`src/rtl/seq_det_pkg.sv`:
```
// Shared types and default parameters for the serial pattern detector.
package seq_det_pkg;
  typedef enum logic {FILL, ARMED} det_state_t;

  localparam int          DEF_PAT_W     = 4;
  localparam int          DEF_CNT_W     = 8;
  localparam logic [31:0] DEF_RESET_PAT = 32'h0000_000D;
endpackage

```
`src/rtl/sat_counter.sv`:
```
// Saturating up-counter with synchronous clear (clear wins over increment).
module sat_counter
  import seq_det_pkg::*;
#(
  parameter int CNT_W = DEF_CNT_W
) (
  input  logic             clk,
  input  logic             n_rst,
  input  logic             inc,
  input  logic             clr,
  output logic [CNT_W-1:0] count
);

  always_ff @(posedge clk or negedge n_rst) begin
    if (!n_rst)                       count <= '0;
    else if (clr)                     count <= '0;
    else if (inc && (count != '1))    count <= count + CNT_W'(1);
  end

endmodule

```
`src/rtl/seq_pattern_detector.sv`:
```
// Serial pattern detector with runtime-loadable pattern, overlap select and
// saturating match counter.
module seq_pattern_detector
  import seq_det_pkg::*;
#(
  parameter int               PAT_W     = DEF_PAT_W,
  parameter int               CNT_W     = DEF_CNT_W,
  parameter logic [PAT_W-1:0] RESET_PAT = DEF_RESET_PAT[PAT_W-1:0]
) (
  input  logic             clk,
  input  logic             n_rst,
  input  logic             serial_in,
  input  logic             in_valid,
  input  logic             load_pattern,
  input  logic [PAT_W-1:0] pattern_in,
  input  logic             overlap_en,
  input  logic             count_clear,
  output logic             match,
  output logic             armed,
  output logic [CNT_W-1:0] match_count
);

  localparam int             FW   = $clog2(PAT_W + 1);
  localparam logic [FW-1:0]  FULL = FW'(PAT_W);

  det_state_t       state, state_n;
  logic [PAT_W-1:0] shreg, shreg_n, shreg_sh;
  logic [PAT_W-1:0] pattern_reg, pattern_n;
  logic [FW-1:0]    fill, fill_n, fill_inc;
  logic             hit;

  always_ff @(posedge clk or negedge n_rst) begin
    if (!n_rst) begin
      state       <= FILL;
      shreg       <= '0;
      fill        <= '0;
      pattern_reg <= RESET_PAT;
      match       <= 1'b0;
    end else begin
      state       <= state_n;
      shreg       <= shreg_n;
      fill        <= fill_n;
      pattern_reg <= pattern_n;
      match       <= hit;
    end
  end

  always_comb begin
    shreg_sh  = {shreg[PAT_W-2:0], serial_in};
    fill_inc  = (fill == FULL) ? FULL : fill + FW'(1);
    hit       = in_valid && !load_pattern && (fill_inc == FULL) &&
                (shreg_sh == pattern_reg);
    state_n   = state;
    shreg_n   = shreg;
    fill_n    = fill;
    pattern_n = pattern_reg;

    if (load_pattern) begin
      pattern_n = pattern_in;
      fill_n    = '0;
      state_n   = FILL;
    end else if (in_valid) begin
      shreg_n = shreg_sh;
      // Non-overlapping mode discards the matched bits by restarting the fill.
      if (hit && !overlap_en) begin
        fill_n  = '0;
        state_n = FILL;
      end else begin
        fill_n = fill_inc;
        case (state)
          FILL:    state_n = (fill_inc == FULL) ? ARMED : FILL;
          ARMED:   state_n = ARMED;
          default: state_n = FILL;
        endcase
      end
    end
  end

  assign armed = (state == ARMED);

  sat_counter #(.CNT_W(CNT_W)) u_match_cnt (
    .clk   (clk),
    .n_rst (n_rst),
    .inc   (hit),
    .clr   (count_clear),
    .count (match_count)
  );

endmodule

```
`config.mk`:
```
export PLATFORM = sky130hd
export DESIGN_NAME = seq_pattern_detector
export DESIGN_NICKNAME = d
export VERILOG_FILES = /design/src/rtl/seq_det_pkg.sv /design/src/rtl/sat_counter.sv /design/src/rtl/seq_pattern_detector.sv
export SDC_FILE = /design/constraint.sdc
export NUM_CORES = 1
export LEC_CHECK = 0
export CAP_MARGIN = 20
export CORE_UTILIZATION = 50
export DETAILED_ROUTE_END_ITERATION = 16
export GPL_TIMING_DRIVEN = 0
export MAX_ROUTING_LAYER = met4
export PLACE_DENSITY = 0.81
export SLEW_MARGIN = 0
export SYNTH_ARGS = -nofsm -noshare
export SYNTH_HDL_FRONTEND = slang
export SYNTH_HIERARCHICAL = 1
export SYNTH_SLANG_ARGS = --single-unit
export TNS_END_PERCENT = 1
```
`constraint.sdc`:
```
create_clock -name clk -period 2.25 [get_ports clk]
set_input_delay 0.45 -clock clk [delete_from_list [all_inputs] [get_ports clk]]
set_output_delay 0.45 -clock clk [all_outputs]
set_load 0.05 [all_outputs]
```
==> impl_results.md <==
- Status: completed
- Area share of the largest cell type after synthesis: 39.5%
- GRT Total Usage: 21.0%
- Fmax: 454 MHz
- Core Area: 2000 sq um
- Final WL: 2150 microns
- Synth Register Bits: 20
- Placer Congestion: 0.796
- FP Rows: 16
- DRC: 0
- Clock Latency Late Sink: 0.30 ns
- Commonest non-fill, non-tap cells in the layout: clkdlybuf4s50_1, dfrtp_1, mux2_2, inv_1, a21oi_1
- CTS Hold Buffers Added: 0
- Antenna Diode Count: 0
- CP Capture Type: register
- WL/cell: 14.1 microns
- Least-Margin Pin Slew: 0.901 ns
- Worst path buffer plus inverter count: 2
- Initial core utilization: 53.8%
- Crit path launch type: input port
- Commonest non-fill, non-tap cell in the layout: clkdlybuf4s50_1
- Syn_area_per_cell: 10.7 sq um
- Critical path required time: 2.46 ns
- HPWL Detailed: 1420 microns
- Final Hold Fails: 0
- Lkg Pwr: 0.000564 uW
- Sequential share of the synthesized area: 46.8%
- Final Skew: 0.00622 ns
- H-tree Lvls: 1
- Vias per Instance: 5.66
- Async set-reset flop share out of synthesis: 100%
- Post-route ant nets: 0
- IO Port Bufs: 18
- Yosys warns: 6
- Clock network power share: 29.9%
- CTS Buf Count: 3
- Most area-hungry cell type in the Yosys netlist: dfrtp_1
- Setup WS pre-CTS: -0.545 ns
- Cell Int Power: 542 uW
- Final WS setup: 0.0496 ns
- Largest stage delay, worst path: 0.43 ns
- Post-synth EDFFs: 0
- Fraction of layout cells with a size suffix above 1: 20.8%
- Final period util: 97.8%
- Clock root buffer: clkbuf_4
- CTS tree: built
- Largest net degree at the start of global routing: 21
- Die X: 48.4 microns
- WP data arrival: 2.41 ns
- Wire length of the first global-routing pass: 3680 microns
- Power per cell area: 533 nW/um^2
- Die height: 48.4 microns
- Post-layout min period: 2.20 ns
- Share of power burned in registers: 55.8%
- Syn Inst Count: 101
- Clk sinks: 20
- Switching power: 187 uW
- Max reg flops: 8
- Hold Worst Slack: 0.430 ns
- MaxCap Viol Count: 0
- CP Class: in2reg
- Rel. slew slack: 39.8%
- Final setup vio count: 0
- Top delay family on crit path: buffers and inverters
- Crit Path Max Fanout: 9
- # nets final: 140
- Total grt overflow: 0
- Cell area after synthesis: 1080 sq um
- Die ar.: 2340 sq um
- Synth-to-Final Area Change: 26.8%
- Via count: 861
- Drt first pass iters: 4
- Gate power share: 14.3%
- Top post-synthesis cells by area: dfrtp_1, mux2_2, dfstp_2, ha_1, xor2_1
- Crit path cell chain: clkdlybuf4s50_1, xor2_1, nor4_2, and3_1, buf_6, a21boi_1, mux2_2
- Power, Total: 728 uW
- Worst Hold Class: in2reg
- I/O pin count: 21
- Max Root-Sink Buffers: 2
- Netlist cell types: 38
- Worst VDD drop: 0.378 mV
- Sw frac: 25.6%
- Vias in the first global route: 813
- Layout Utilization: 68.3%
- Setup TNS: 0 ns
- Synthesized Nets: 115
- Slew Limit Fails: 0
- Fill cell count: 158
- Clock transition at path regs: 0.12 ns
- Critical-path top delay cell: clkdlybuf4s50_1
- Post-synth top flop: dfrtp_1
- Initial antenna violation count: 0
- DR iter-0 viols: 10
per-stage QoR:
stage / instance area (sq um) / instances
floorplan: 1080 / 101
global placement: 1290 / 146
detailed placement: 1290 / 146
CTS: 1340 / 150
global route: 1370 / 152
finish: 1370 / 152
cell families after synthesis:
kind of cell,share of synthesized area (%)
compound gates,9.64
xor+xnor,4.06
fa+ha+maj,3.48
buf+inv,4.41
flops,46.8
mux,11.3
simple gates,20.3
synthesized netlist by cell type (2+ instances only):
cell and n:
a31oi_1 2, inv_1 6, nor2_1 4, mux2i_1 2, or3_1 2, mux2_2 9, nor2b_1 3, a21oi_1 5
and3_1 2, dfstp_2 3, nand2_1 3, o21ai_0 3, nor3_1 4, buf_2 2, nand3_1 3, nand2b_1 4
xor2_1 4, nor4_1 2, ha_1 3, dfrtp_1 17
routing by layer:
metal  GRT usage, %  vias to the layer above  wire length, microns
met5              -                        -                     0
met4           8.82                        0                    12
met3           3.77                        2                    61
met2           32.4                       20                  1050
met1           27.4                      427                  1020
li1               -                      412                     -
worst paths after layout:
kind / endpoint / slack [ns] / from / depth (start not counted)
min in group asynchronous: match / 0.64 / n_rst / 1
max: u_match_cnt/count[0] / 0.05 / serial_in / 7
max reg2reg: u_match_cnt/count[0] / 0.15 / fill[0] / 7
min reg2reg: shreg[2] / 0.56 / shreg[2] / 1
min: fill[1] / 0.43 / in_valid / 3
max in group asynchronous: fill[1] / 1.06 / n_rst / 1
worst min-delay path, stage by stage:
cell and delay (ns):
buf_6 0.10, mux2i_1 0.07, nor2_1 0.08
cell type report:
cell class / count / area (sq um) / share of cell area, %
Timing Repair Buffer: 20 / 195 / 14.3
Inverter: 6 / 22.5 / 1.65
Clock buffer: 4 / 36.3 / 2.66
Multi-Input combinational cell: 71 / 543 / 39.7
Sequential cell: 20 / 504 / 36.9
Tap cell: 27 / 33.8 / 2.47
Buffer: 4 / 31.3 / 2.29
power by group through the flow:
stage	sequential [uW]	clock [uW]	combinational, uW
2_1_floorplan	408	0	60.7
3_3_place_gp	410	0	89.8
3_5_place_dp	412	0	93.9
4_1_cts	406	222	100
5_1_grt	410	236	114
6_report	406	218	104
repair_timing:
action | 4_1_cts | 5_1_grt
resized for setup | 2 | 5
endpoints found under the setup margin | 4 | 4
setup buffers | 0 | 2
cloned | 0 | 0
pin swaps | 1 | 2
Note: power is estimated with default switching activity, not from simulation.
